$ cat src/rtl/pkt_fifo.sv
// Packet-aware FIFO: writes stay speculative until committed and can be rolled back.
// The read side only ever sees committed data.
module pkt_fifo #(
  parameter int DATA_W        = 8,
  parameter int DEPTH         = 64,
  parameter int ADDR_W        = $clog2(DEPTH),
  parameter int AFULL_THRESH  = 60,
  parameter int AEMPTY_THRESH = 4
) (
  input  logic              clk,
  input  logic              n_rst,
  input  logic              clear,
  input  logic              w_enable,
  input  logic [DATA_W-1:0] w_data,
  input  logic              w_commit,
  input  logic              w_abort,
  input  logic              r_enable,
  output logic [DATA_W-1:0] r_data,
  output logic              empty,
  output logic              full,
  output logic              almost_full,
  output logic              almost_empty,
  output logic [ADDR_W:0]   count,
  output logic [ADDR_W:0]   free,
  output logic              overflow,
  output logic              underflow
);

  typedef logic [ADDR_W:0] ptr_t;

  localparam ptr_t DEPTH_P  = ptr_t'(DEPTH);
  localparam ptr_t AFULL_P  = ptr_t'(AFULL_THRESH);
  localparam ptr_t AEMPTY_P = ptr_t'(AEMPTY_THRESH);
  localparam ptr_t ONE      = ptr_t'(1);

  logic [DATA_W-1:0] mem [DEPTH];
  ptr_t wr_ptr, cm_ptr, rd_ptr, used;
  logic wa, ra;

  // used counts speculative slots too, so an open packet can fill the FIFO
  assign used         = wr_ptr - rd_ptr;
  assign count        = cm_ptr - rd_ptr;
  assign free         = DEPTH_P - used;
  assign empty        = (cm_ptr == rd_ptr);
  assign full         = (used == DEPTH_P);
  assign almost_full  = (used >= AFULL_P);
  assign almost_empty = (count <= AEMPTY_P);

  assign wa     = w_enable & ~full;
  assign ra     = r_enable & ~empty;
  assign r_data = mem[rd_ptr[ADDR_W-1:0]];

  always_ff @(posedge clk) begin
    if (wa && !clear) mem[wr_ptr[ADDR_W-1:0]] <= w_data;
  end

  always_ff @(posedge clk or negedge n_rst) begin
    if (!n_rst) begin
      wr_ptr    <= '0;
      cm_ptr    <= '0;
      rd_ptr    <= '0;
      overflow  <= 1'b0;
      underflow <= 1'b0;
    end else if (clear) begin
      wr_ptr    <= '0;
      cm_ptr    <= '0;
      rd_ptr    <= '0;
      overflow  <= 1'b0;
      underflow <= 1'b0;
    end else begin
      if (ra) rd_ptr <= rd_ptr + ONE;
      // abort rewinds to the last commit point and drops this cycle's write
      if (w_abort)      wr_ptr <= cm_ptr;
      else if (wa)      wr_ptr <= wr_ptr + ONE;
      if (w_commit && !w_abort) cm_ptr <= wr_ptr + ptr_t'(wa);
      if (w_enable && full)  overflow  <= 1'b1;
      if (r_enable && empty) underflow <= 1'b1;
    end
  end

endmodule
$ cat config.mk
export PLATFORM = sky130hd
export DESIGN_NAME = pkt_fifo
export DESIGN_NICKNAME = d
export VERILOG_FILES = /design/src/rtl/pkt_fifo.sv
export SDC_FILE = /design/constraint.sdc
export NUM_CORES = 1
export LEC_CHECK = 0
export CORE_ASPECT_RATIO = 0.5
export CORE_MARGIN = 1
export CORE_UTILIZATION = 45
export DETAILED_ROUTE_END_ITERATION = 12
export MAX_ROUTING_LAYER = met4
export PLACE_DENSITY = 0.59
export SLEW_MARGIN = 20
export SYNTH_ARGS = -nofsm -noshare
export SYNTH_HDL_FRONTEND = slang
export SYNTH_SLANG_ARGS = --single-unit
export TNS_END_PERCENT = 50
$ cat constraint.sdc
create_clock -name clk -period 4.21 [get_ports clk]
set_clock_uncertainty 0.1 [all_clocks]
set_input_delay 0.421 -clock clk [delete_from_list [all_inputs] [get_ports clk]]
set_output_delay 0.421 -clock clk [all_outputs]
set_load 0.02 [all_outputs]
---- Word-level counts from Yosys, hierarchy flattened ----
Memory sizes are Yosys's and may differ from the RTL's.
Index checks and enable logic that the tools add are counted.
storage, ports and cells
  register bits after elaboration ......... 23
  memory bits (writable) .................. 512
  output and inout bits ................... 28
  memories ................................ 1
memory list
  name  words  bits a word  rd ports  clocked after memory_dff  wr ports  line  RTL
  mem   64     8            1         0                         1         36    logic [DATA_W-1:0] mem [DEPTH];
operators by class
  add/sub/neg operators ................... 6
  $lt $le $gt $ge ......................... 2
  equal/unequal tests ..................... 2
  mux-type cells .......................... 13
  bitwise operators ....................... 4
  reduce and logical (&&, ||, !) cells .... 11
operators with widths
  kind                                                                               count
  7-bit two-way mux                                                                  7
  7-bit by 1-bit adder with 7-bit output (second input constant)                     2
  7-bit subtractor                                                                   2
  2-bit nonzero test                                                                 4
  7-bit by 1-bit adder with 7-bit output                                             1
  7-bit equality test                                                                1
  7-bit equality test (second input constant)                                        1
  7-bit by 6-bit >= comparator with 1-bit output (second input constant)             1
  7-bit by 3-bit less-or-equal comparator with 1-bit output (second input constant)  1
  7-bit subtractor (first input constant)                                            1
  1-bit two-way mux                                                                  6
  1-bit logical AND                                                                  4
  3-bit nonzero test                                                                 1
  1-bit bitwise AND                                                                  2
  1-bit logical NOT                                                                  2
  1-bit NOT                                                                          2

---- Logic depth before layout (Yosys ltp) ----
Gate-level depths: netlist of the first run.
  depth in word-level cells ............... 7
  gate-level depth with buffers ........... 17
  depth with buffers taken out ............ 15

---- Worst setup path before layout of the first run ----
OpenSTA, ideal clock, no wires.
  path type ............................... reg2reg
  start point ............................. register rd_ptr[1]
  end point ............................... register cm_ptr[6]
  library setup time ...................... 99 ps
  arrival time ............................ 4,010 ps
  data required time ...................... 4,011 ps
  setup slack ............................. 1 ps
  stages on the path, launching flop included .. 17
  period minus slack after synthesis ...... 4,209 ps
  cell sequence ........................... dfrtp_1 -> clkbuf_1 -> buf_1 -> inv_1 -> fa_1 -> a211oi_1 -> nor2_1 -> xnor2_1 -> nor4bb_1 -> buf_2 -> a21boi_1 -> buf_4 -> ha_1 -> ha_1 -> inv_1 -> or3_1 -> a311oi_1
between the ends
  word-level cells in the longest chain between the ends .. 7
ends and longest elaborated chain
  element                                 line  RTL
  start: declaration                      37    ptr_t wr_ptr, cm_ptr, rd_ptr, used;
  start signal: assignment                71    if (ra) rd_ptr <= rd_ptr + ONE;
  7-bit subtractor                        41    assign used = wr_ptr - rd_ptr;
  7-bit equality test                     45    assign full = (used == DEPTH_P);
  1-bit NOT                               49    assign wa = w_enable & ~full;
  1-bit bitwise AND                       49
  7-bit by 1-bit adder with 7-bit output  75    if (w_commit && !w_abort) cm_ptr <= wr_ptr + ptr_t'(wa);
  7-bit two-way mux                       75
  7-bit two-way mux                       64    end else if (clear) begin
  end signal: assignment                  75
  end: declaration                        37
Every way passes these cells. The select of a mux whose other input is x is not followed.
A chain may end at the register's enable or synchronous reset.

---- Worst setup path after layout of the first run ----
  start point ............................. register rd_ptr[0]
  end point ............................... output r_data[6]
between the ends
  word-level cells in the longest chain between the ends .. 1
ends and longest elaborated chain
  element            line  RTL
  memory 64 x 8 bit  --
  end: declaration   18    output logic [DATA_W-1:0] r_data,
Every way passes these cells.

==> impl_results.md, run 1 <==
* Status: finished clean
* Vias post-DR at 10700
* Total chip power at 11.9 mW
* CP required at 3690 ps
* Synth area leaders: edfxtp_1 71%, mux4_2 17%, dfrtp_1 2.7%
* Initial antenna violation count at 3
* First-pass GRT wire length at 73.8 mm
* Power per cell area at 476 nW/um^2
* Fmax at 247 MHz
* Finish-stage setup viols at 0
* Wire length per cell at 26.9 um
* Number of synthesized flops with an enable pin at 512
* Max Buffers Root-to-Sink at 3
* Slew Viols, Final at 0
* # hold bufs at CTS at 0
* Largest net degree at the start of global routing at 65
* Critical path type: reg -> out
* Post-synthesis register bit count at 535
* Netlist cell types at 44
* Post-route clock period utilization at 96.3%
* Clock sinks at 535
* Synthesized area per cell at 20.8 um^2
* Die H at 157 um
* Worst setup SP type: register
* Final instance area at 25100 um^2
* Count leader, synth: edfxtp_1
* H-tree Lvls at 2
* Share of layout cells above drive strength 1 at 29.5%
* Hold Crit Class: in -> async
* Rows at 56
* Post-DP HPWL at 31.1 mm
* Initial DRC count at 1194
* FFs w/ async S/R, synth at 4.30%
* Final WL at 50.1 mm
* Total grt overflow at 0
* Antenna diode count at 0
* Setup TNS at 0 ps
* Main synth FF type: edfxtp_1
* CTS tree: done
* Core Region at 47100 um^2
* Drt drc at 0
* Area share of the largest cell type after synthesis at 71.1%
* Worst skew pair latency at 570 ps
* Total track usage at 21.6%
* Via-per-instance ratio at 5.77
* Nets@finish at 1223
* GPL Wtd Cong at 0.869
* Die width at 312 um
* Vias in the first global route at 10800
* Max_slew headroom at 41.1%
* ANT nets after route at 0
* Final hold violations at 0
* Placed cell areas at 23400 um^2
* Top cells by count, synth: 512 x edfxtp_1, 164 x mux4_2, 96 x nor2_1
* Final Critical Period at 4050 ps
* Register area share after synthesis at 73.8%
* Maxcap violations at 0
* Syn nets at 1074
* Synth area leader: edfxtp_1
* Flop-to-flop setup slack at 300 ps
* Slew @ Worst Pin at 881 ps
* P&R area growth vs syn at 16.1%
* Ports at 43
* Clk root buf: clkbuf_16
* Post-Synthesis Cells at 1040
* Critical path arrival at 3530 ps
* CP endpoint kind: primary output
* Syn Std Cell Area at 21600 um^2
* 1st-pass router iterations at 5
* Starting Density at 45.9%
* Clock slew at reported path FFs at 70 ps
* Die area at 49000 um^2
* Cts bufs inserted at 47
* # port buffers at 42
* Peak supply drop at 0.284 mV
* YS warnings at 0
* Crit path max fanout at 11
* RSZ-0062 raised after global routing: no
* Leakage power at 8.09 nW
state kept, by name, indices dropped and copies added, names as in the netlist:
| register | flops |
|---|---|
| wr_ptr | 7 |
| mem | 512 |
| cm_ptr | 7 |
| rd_ptr | 7 |
| overflow | 1 |
| underflow | 1 |
per-stage QoR:
| step | util (%) | setup WS, ps | hold slack [ps] | instances |
|---|---|---|---|---|
| 2_1_floorplan | - | 0.733 | 25.4 | 1040 |
| 3_3_place_gp | 49.7 | 234 | 378 | 1773 |
| 3_5_place_dp | 49.7 | 205 | 394 | 1774 |
| 4_1_cts | 53.1 | -85.6 | 107 | 1861 |
| 5_1_grt | 53.3 | 80.6 | 133 | 1864 |
| 6_report | 53.3 | 156 | 114 | 1864 |
logic make-up (layout without fill, tap and decap cells):
group,count (synthesis),in the layout,synth area share [%]
compound gates,48,48,1.42
xor+xnor,30,30,1.22
fa+ha+maj,19,19,1.17
buf+inv,71,257,1.44
flops,535,535,73.8
mux,166,166,17.2
simple gates,171,171,3.75
path summary, 6_finish.rpt:
path                           start         end  cells after the start
max                        rd_ptr[0]   r_data[6]                      6
min                            n_rst   underflow                      2
max reg2reg                rd_ptr[1]  mem[12][1]                     14
min reg2reg                underflow   underflow                      2
max in group asynchronous      n_rst   rd_ptr[0]                      2
min in group clk           w_data[5]   mem[0][5]                      1
layer usage:
metal | vias up | wire length, um | track usage [%]
met5 | - | 0 | -
met3 | 47 | 3940 | 4.73
met1 | 5757 | 22100 | 30.6
met4 | 0 | 631 | 3.76
li1 | 4577 | - | -
met2 | 366 | 23500 | 32.7
critical path: stages, from the launching register on:
cell and delay (ps):
dfrtp_4 550, buf_16 210, buf_6 220, mux4_2 560, mux4_2 560, mux4_2 490, dlygate4sd2_1 340
power by group:
part | switching [mW] | internal [mW] | leakage [nW]
registers | 0.0339 | 5.86 | 4.91
clock network | 1.88 | 2.37 | 0.735
logic | 0.917 | 0.892 | 2.45
total | 2.83 | 9.12 | 8.09
area by class of cell:
cell class                 instances  area [um^2]
timing repair buffer             151         1400
tap                              638          798
clock buffer                      64         1300
multi-input combinational        434         5350
fill                            3605        22000
sequential                       535        16000
clock inverter                    22          201
inverter                          20         75.1
cells in the final DEF, fill, tap and decap left out, types with 3 or more instances in the layout:
cell type and n:
clkbuf_16 51, inv_1 16, dfrtp_1 20, nand4_1 5
xnor2_1 18, buf_12 3, nor2_1 96, or3_1 3
clkinv_1 9, edfxtp_1 512, buf_16 3, nand2_1 28
a31oi_1 4, bufinv_16 3, clkdlybuf4s50_1 23, mux4_2 164
nor2b_1 6, clkbuf_1 13, buf_4 103, nor3_1 3
a21o_1 3, a211oi_1 10, nand3_1 5, inv_2 3
dlymetal6s2s_1 5, clkinv_2 6, xor2_1 12, buf_6 3
nand2b_1 4, ha_1 17, a21oi_1 13, o21ai_0 7
nand4_2 6, and3_1 5, dlygate4sd2_1 6
timing repair:
item	4_1_cts	5_1_grt
resized for setup	14	10
setup endpoints to repair	10	10
pin swaps	0	1
gates cloned	1	2
buffers inserted	0	1
No activity file was read; power rests on OpenSTA's default activity.
==> run 2, diff against run 1 <==
Settings changed: HOLD_SLACK_MARGIN set to 0.03.
==> results of run 2 <==
Same layout as run 1: the final DEF is identical, and so are final timing and power.
